## src/rtl/data_mem_port.sv

```systemverilog
// ----------------------------------------------------------------------------
// data_mem_port
//
// Data-side memory port between execute_load and a req/gnt/rvalid data bus.
// Accepts one load request at a time, checks size/alignment/range, issues a
// word-aligned bus read and returns the addressed byte/half/word right-aligned
// and zero-extended. Misalignment, out-of-range, bus error and timeout are all
// reported as a one-cycle access-fault pulse.
//
// Parameters
//   MEM_BASE  first valid data address
//   MEM_SIZE  size of the valid range in bytes
//   TIMEOUT   max cycles spent waiting for a read return (>= 1)
//
// Ports
//   i_clk                    clock, all state on rising edge
//   i_rst_n                  asynchronous active-low reset
//   i_flush                  abandon the current request, no response
//   i_mem_data_addr          byte address of the load
//   i_mem_data_addr_valid    request valid, held stable until response
//   i_mem_data_size          0=byte 1=half 2=word 3=illegal
//   o_mem_data_in            extracted read data, zero-extended
//   o_mem_data_valid         one-cycle pulse, data good
//   o_mem_data_access_fault  one-cycle pulse, request failed
//   o_bus_addr               word-aligned bus address
//   o_bus_req                bus read request, held until i_bus_gnt
//   i_bus_gnt                bus accepted the request this cycle
//   i_bus_rdata              bus read word, valid with i_bus_rvalid
//   i_bus_rvalid             bus read data return
//   i_bus_err                bus error return (replaces rvalid)
// ----------------------------------------------------------------------------
module data_mem_port #(
    parameter logic [31:0] MEM_BASE = 32'h0000_0000,
    parameter logic [31:0] MEM_SIZE = 32'h0001_0000,
    parameter int unsigned TIMEOUT  = 16
) (
    input  logic        i_clk,
    input  logic        i_rst_n,
    input  logic        i_flush,
    input  logic [31:0] i_mem_data_addr,
    input  logic        i_mem_data_addr_valid,
    input  logic [1:0]  i_mem_data_size,
    output logic [31:0] o_mem_data_in,
    output logic        o_mem_data_valid,
    output logic        o_mem_data_access_fault,
    output logic [31:0] o_bus_addr,
    output logic        o_bus_req,
    input  logic        i_bus_gnt,
    input  logic [31:0] i_bus_rdata,
    input  logic        i_bus_rvalid,
    input  logic        i_bus_err
);

    // Counter only has to reach TIMEOUT-1.
    localparam int unsigned CntW = (TIMEOUT > 1) ? $clog2(TIMEOUT) : 1;
    localparam logic [CntW-1:0] CntLast = CntW'(TIMEOUT - 1);

    typedef enum logic [2:0] {
        StIdle,
        StReq,
        StWait,
        StResp,
        StDrain
    } state_e;

    state_e          r_state;
    logic [1:0]      r_addr_lo;
    logic [1:0]      r_size;
    logic [CntW-1:0] r_cnt;
    logic            r_drain_pend;
    logic [31:0]     r_data;
    logic            r_valid;
    logic            r_fault;
    logic            r_bus_req;
    logic [31:0]     r_bus_addr;

    state_e          w_state_next;
    logic [1:0]      w_addr_lo_next;
    logic [1:0]      w_size_next;
    logic [CntW-1:0] w_cnt_next;
    logic            w_drain_pend_next;
    logic [31:0]     w_data_next;
    logic            w_valid_next;
    logic            w_fault_next;
    logic            w_bus_req_next;
    logic [31:0]     w_bus_addr_next;

    logic [31:0]     w_offset;
    logic            w_in_range;
    logic            w_misaligned;
    logic            w_illegal;
    logic [31:0]     w_extract;
    logic            w_ret;

    // ------------------------------------------------------------------------
    // Request legality, evaluated on the live request in IDLE
    // ------------------------------------------------------------------------
    always_comb begin
        w_offset     = i_mem_data_addr - MEM_BASE;
        w_in_range   = (i_mem_data_addr >= MEM_BASE) && (w_offset < MEM_SIZE);
        w_misaligned = ((i_mem_data_size == 2'd1) && i_mem_data_addr[0]) ||
                       ((i_mem_data_size == 2'd2) && (i_mem_data_addr[1:0] != 2'b00));
        w_illegal    = (i_mem_data_size == 2'd3) || w_misaligned || !w_in_range;
    end

    // ------------------------------------------------------------------------
    // Lane extraction from the returned word using the latched request
    // ------------------------------------------------------------------------
    always_comb begin
        w_extract = 32'h0;
        unique case (r_size)
            2'd0: begin
                unique case (r_addr_lo)
                    2'd0: w_extract = {24'h0, i_bus_rdata[7:0]};
                    2'd1: w_extract = {24'h0, i_bus_rdata[15:8]};
                    2'd2: w_extract = {24'h0, i_bus_rdata[23:16]};
                    2'd3: w_extract = {24'h0, i_bus_rdata[31:24]};
                    default: w_extract = 32'h0;
                endcase
            end
            2'd1: w_extract = r_addr_lo[1] ? {16'h0, i_bus_rdata[31:16]}
                                           : {16'h0, i_bus_rdata[15:0]};
            default: w_extract = i_bus_rdata;
        endcase
    end

    assign w_ret = i_bus_rvalid || i_bus_err;

    // ------------------------------------------------------------------------
    // Next-state and registered-output logic
    // ------------------------------------------------------------------------
    always_comb begin
        w_state_next      = r_state;
        w_addr_lo_next    = r_addr_lo;
        w_size_next       = r_size;
        w_cnt_next        = r_cnt;
        w_drain_pend_next = r_drain_pend;
        w_bus_addr_next   = r_bus_addr;
        // Pulses and data are zero unless this cycle transitions into RESP.
        w_data_next       = 32'h0;
        w_valid_next      = 1'b0;
        w_fault_next      = 1'b0;
        w_bus_req_next    = 1'b0;

        unique case (r_state)
            StIdle: begin
                if (i_mem_data_addr_valid && !i_flush) begin
                    w_addr_lo_next    = i_mem_data_addr[1:0];
                    w_size_next       = i_mem_data_size;
                    w_drain_pend_next = 1'b0;
                    if (w_illegal) begin
                        w_state_next = StResp;
                        w_fault_next = 1'b1;
                    end else begin
                        w_state_next    = StReq;
                        w_bus_req_next  = 1'b1;
                        w_bus_addr_next = {i_mem_data_addr[31:2], 2'b00};
                    end
                end
            end

            StReq: begin
                if (i_flush) begin
                    // A grant in the flush cycle still owes the bus a return.
                    w_state_next = i_bus_gnt ? StDrain : StIdle;
                end else if (i_bus_gnt) begin
                    w_state_next = StWait;
                    w_cnt_next   = '0;
                end else begin
                    w_bus_req_next = 1'b1;
                end
            end

            StWait: begin
                if (i_flush) begin
                    // A return arriving with the flush is consumed and dropped.
                    w_state_next = w_ret ? StIdle : StDrain;
                end else if (i_bus_rvalid) begin
                    w_state_next = StResp;
                    w_valid_next = 1'b1;
                    w_data_next  = w_extract;
                end else if (i_bus_err) begin
                    w_state_next = StResp;
                    w_fault_next = 1'b1;
                end else if (r_cnt == CntLast) begin
                    // Read is still outstanding; swallow its late return.
                    w_state_next      = StResp;
                    w_fault_next      = 1'b1;
                    w_drain_pend_next = 1'b1;
                end else begin
                    w_cnt_next = r_cnt + CntW'(1);
                end
            end

            StResp: begin
                w_state_next      = r_drain_pend ? StDrain : StIdle;
                w_drain_pend_next = 1'b0;
            end

            StDrain: begin
                if (w_ret) begin
                    w_state_next = StIdle;
                end
            end

            default: begin
                w_state_next = StIdle;
            end
        endcase
    end

    // ------------------------------------------------------------------------
    // State registers
    // ------------------------------------------------------------------------
    always_ff @(posedge i_clk or negedge i_rst_n) begin
        if (!i_rst_n) begin
            r_state      <= StIdle;
            r_addr_lo    <= 2'b00;
            r_size       <= 2'b00;
            r_cnt        <= '0;
            r_drain_pend <= 1'b0;
            r_data       <= 32'h0;
            r_valid      <= 1'b0;
            r_fault      <= 1'b0;
            r_bus_req    <= 1'b0;
            r_bus_addr   <= 32'h0;
        end else begin
            r_state      <= w_state_next;
            r_addr_lo    <= w_addr_lo_next;
            r_size       <= w_size_next;
            r_cnt        <= w_cnt_next;
            r_drain_pend <= w_drain_pend_next;
            r_data       <= w_data_next;
            r_valid      <= w_valid_next;
            r_fault      <= w_fault_next;
            r_bus_req    <= w_bus_req_next;
            r_bus_addr   <= w_bus_addr_next;
        end
    end

    assign o_mem_data_in           = r_data;
    assign o_mem_data_valid        = r_valid;
    assign o_mem_data_access_fault = r_fault;
    assign o_bus_req               = r_bus_req;
    assign o_bus_addr              = r_bus_addr;

endmodule

```

## config.mk

```make
export PLATFORM = sky130hd
export DESIGN_NAME = data_mem_port
export DESIGN_NICKNAME = d
export VERILOG_FILES = /design/src/rtl/data_mem_port.sv
export SDC_FILE = /design/constraint.sdc
export NUM_CORES = 1
export LEC_CHECK = 0
export CORE_UTILIZATION = 46
export DETAILED_ROUTE_END_ITERATION = 10
export PLACE_DENSITY = 0.81
export SLEW_MARGIN = 30
export SYNTH_ARGS = -nofsm -noshare
export SYNTH_HDL_FRONTEND = slang
export SYNTH_SLANG_ARGS = --single-unit
```

## constraint.sdc

```tcl
create_clock -name i_clk -period 4.8 [get_ports i_clk]
set_input_delay 1.2 -clock i_clk [delete_from_list [all_inputs] [get_ports i_clk]]
set_output_delay 1.2 -clock i_clk [all_outputs]
set_load 0.005 [all_outputs]
```

==> flow_metrics.env <==
export IMPL_outcome="finished clean"
export IMPL_clkLatencyLatePin_ps=340
export IMPL_htreeDepth=3
export IMPL_gp_congestion=0.874
export IMPL_overflow=0
export IMPL_die_y_um=88.5
export IMPL_synth_fa_ha_area_frac=0.00364
export IMPL_hold_viol_final=0
export IMPL_r2r_setup_slack_ps=2800
export IMPL_p_sw_w=0.000545
export IMPL_rsz0062_at_grt="no"
export IMPL_antenna_left=0
export IMPL_cts_tree="yes"
export IMPL_max_cap_violations=0
export IMPL_post_cts_buffers=0
export IMPL_drc=0
export IMPL_grt_start_max_net_pins=78
export IMPL_ios=140
export IMPL_finalCritPeriodShare=0.596
export IMPL_initialDrtViolationCount=155
export IMPL_yosysUniqueCellTypes=42
export IMPL_clockBufferDepth=2
export IMPL_cp_max_fo=17
export IMPL_cp_start_kind="input pin"
export IMPL_ys_ff_latch=77
export IMPL_path_clk_slew_ps=70
export IMPL_port_buffers=137
export IMPL_post_dp_hpwl_um=6260
export IMPL_yosys_area_top_type="dfrtp_1"
export IMPL_die_area_mm2=0.00783
export IMPL_cts_sinks=77
export IMPL_avgSynthCellArea_um2=12.3
export IMPL_vias=2755
export IMPL_seqPwrFrac=0.478
export IMPL_grt_first_pass_wirelength_um=13400
export IMPL_max_freq_mhz=350
export IMPL_tightestPinTransition_ps=671
export IMPL_setup_viol=0
export IMPL_switching_share=0.313
export IMPL_wl_met2_um=4370
export IMPL_synthXorXnorAreaFrac=0
export IMPL_synth_area_top_cells="dfrtp_1, mux2_4, mux4_2, and2_1, and3_1"
export IMPL_power_density_mw_per_mm2=346
export IMPL_min_period_ps=2860
export IMPL_cts_buffers=9
export IMPL_drive_gt1_frac=0.123
export IMPL_synthSimpleGateAreaFrac=0.170
export IMPL_cts_root_buf="clkbuf_8"
export IMPL_drt_met1_wl_um=3690
export IMPL_p_leak_nw=2.28
export IMPL_hold_worst_slack_ps=486
export IMPL_fp_coreArea_mm2=0.00725
export IMPL_wl_per_cell_um=16.8
export IMPL_routed_top_layer="met4"
export IMPL_grt_pass1_vias=2649
export IMPL_yosysWarnings=0
export IMPL_worst_setup_path_type="in -> reg"
export IMPL_multi_input_area_mm2=0.00140
export IMPL_internal_power_w=0.00120
export IMPL_grtUsageTotal=0.231
export IMPL_fin_nets=484
export IMPL_synth_top_area_frac=0.560
export IMPL_endpoint_kind="register"
export IMPL_die_x_um=88.5
export IMPL_fin_tns_setup_ps=0
export IMPL_num_rows=31
export IMPL_p_comb_frac=0.253
export IMPL_antenna_found_initial=0
export IMPL_syn2layout_area_growth_pct=46.3
export IMPL_hold_class="reg -> reg"
export IMPL_regArea_mm2=0.00193
export IMPL_fin_worst_skew_ps=6.62
export IMPL_hold_buffers=0
export IMPL_start_util=0.475
export IMPL_synth_top_family_by_area="simple AND/OR/NAND/NOR gates"
export IMPL_ys_seq_area_frac=0.560
export IMPL_synthCells=280
export IMPL_netlist_area_mm2=0.00344
export IMPL_peakVddDrop_v=0.000260
export IMPL_arrival_ps=3130
export IMPL_cts_resized=0
export IMPL_wl_met3_um=396
export IMPL_crit_required_ps=5070
export IMPL_slew_violations=0
export IMPL_fillers=536
export IMPL_max_slew_margin=0.551
export IMPL_routed_wl_um=8630
export IMPL_synth_compound_area_frac=0.103
export IMPL_antenna_cells=0
export IMPL_drt_first_pass_iters=4
export IMPL_synthMuxAreaShare=0.129
export IMPL_viasPerCell=5.36
export IMPL_power_frac_clock=0.269
## final cells by class
class | instances | share of cell area
clock inverters | 7 | 0.0132
well taps | 99 | 0.0246
flip-flops and latches | 77 | 0.383
multi-input cells | 181 | 0.279
repair buffers | 138 | 0.274
clock buffers | 9 | 0.0246
inverters | 3 | 0.00224
## critical path: stages
cell and delay, ps:
clkdlybuf4s50_1 520, nor2_4 230, and2_1 230, nand2_2 250
inv_1 450, and3_1 240
## cell usage in the layout, fill, tap and decap left out, types with 2 or more instances in the layout
| master | instances |
|---|---|
| clkdlybuf4s50_1 | 136 |
| nor4_1 | 4 |
| nor2b_1 | 9 |
| nand3_1 | 2 |
| mux2_4 | 13 |
| mux2_2 | 6 |
| a21oi_1 | 5 |
| mux4_2 | 8 |
| conb_1 | 2 |
| and2_1 | 18 |
| or3_1 | 12 |
| o21ai_0 | 12 |
| nand2_1 | 6 |
| a22oi_1 | 8 |
| and3_1 | 18 |
| inv_1 | 3 |
| nor3_1 | 2 |
| clkbuf_8 | 9 |
| nand2b_1 | 2 |
| nor2_1 | 19 |
| dfrtp_1 | 76 |
| a22o_1 | 9 |
| a31oi_1 | 2 |
| o211ai_1 | 2 |
| clkinv_2 | 4 |
| a2111oi_0 | 8 |
## flip-flops by register name (all words and copies together) (netlist names)
name                     count
o_mem_data_valid             1
r_state                      3
r_addr_lo                    2
o_bus_req                    1
o_mem_data_in               32
o_bus_addr                  30
r_drain_pend                 1
r_size                       2
r_cnt                        4
o_mem_data_access_fault      1
## synthesized netlist by cell type
master and count:
nor4_1 4, nor2_1 19, a22o_1 9, and2b_1 1, ha_1 1, a21o_1 1, nand3_4 1, o21bai_1 1
a31oi_1 2, o31ai_1 1, a21oi_1 5, a32oi_1 1, nor2_2 1, or2_2 1, nand2_1 6, buf_1 1
nand3_1 2, mux4_2 8, mux2_2 6, o21ai_0 12, conb_1 1, inv_1 3, a22oi_1 8, and3_1 18
nor2b_1 9, clkbuf_1 9, buf_2 6, nor3_1 2, nand2b_1 2, a2111oi_0 8, or3_1 12, o211ai_1 2
dfrtp_1 77, nand2_2 1, mux2_4 13, and3b_1 1, buf_4 2, nor4b_1 1, and2_1 18, buf_6 2
nor2_4 1, nand4_1 1
## cells by family after synthesis
group           Yosys count
fa+ha+maj                 1
other cells               1
compound gates           50
simple gates            101
buf+inv                  23
mux                      27
flops                    77
## routing by layer
| layer | vias to the layer above | track usage |
|---|---|---|
| met1 | 1362 | 0.310 |
| met5 | - | 0 |
| li1 | 1268 | - |
| met2 | 111 | 0.376 |
| met4 | 0 | 0.103 |
| met3 | 14 | 0.0317 |
## metrics by stage
| step | instance area (µm²) | cells | power [W] | util | setup slack [ps] |
|---|---|---|---|---|---|
| 2_1_floorplan | 3450 | 281 | 0.00111 | - | 2180 |
| 3_3_place_gp | 4840 | 498 | 0.00127 | 0.667 | 1660 |
| 3_5_place_dp | 4840 | 498 | 0.00128 | 0.667 | 1610 |
| 4_1_cts | 5030 | 514 | 0.00175 | 0.694 | 1970 |
| 5_1_grt | 5040 | 514 | 0.00184 | 0.694 | 1820 |
| 6_report | 5040 | 514 | 0.00174 | 0.694 | 1940 |
## power by group through the flow
| stage | clock network, W | logic [W] | registers [W] |
|---|---|---|---|
| 6_report | 0.000468 | 0.000441 | 0.000832 |
| 5_1_grt | 0.000509 | 0.000479 | 0.000853 |
| 4_1_cts | 0.000478 | 0.000441 | 0.000828 |
| 3_5_place_dp | 0 | 0.000439 | 0.000840 |
| 3_3_place_gp | 0 | 0.000426 | 0.000839 |
| 2_1_floorplan | 0 | 0.000374 | 0.000736 |
## path summary, 6_finish.rpt
kind,startpoint,depth (start not counted),to
worst min-delay path,o_bus_addr[27],1,o_bus_addr[27]
min in group asynchronous,i_rst_n,1,o_mem_data_valid
worst max-delay path,i_flush,6,o_mem_data_in[21]
worst min register to register,o_bus_addr[27],1,o_bus_addr[27]
max in group asynchronous,i_rst_n,1,r_size[1]
worst max register to register,r_state[0],5,o_mem_data_in[21]
Note: power is estimated with default switching activity, not from simulation.
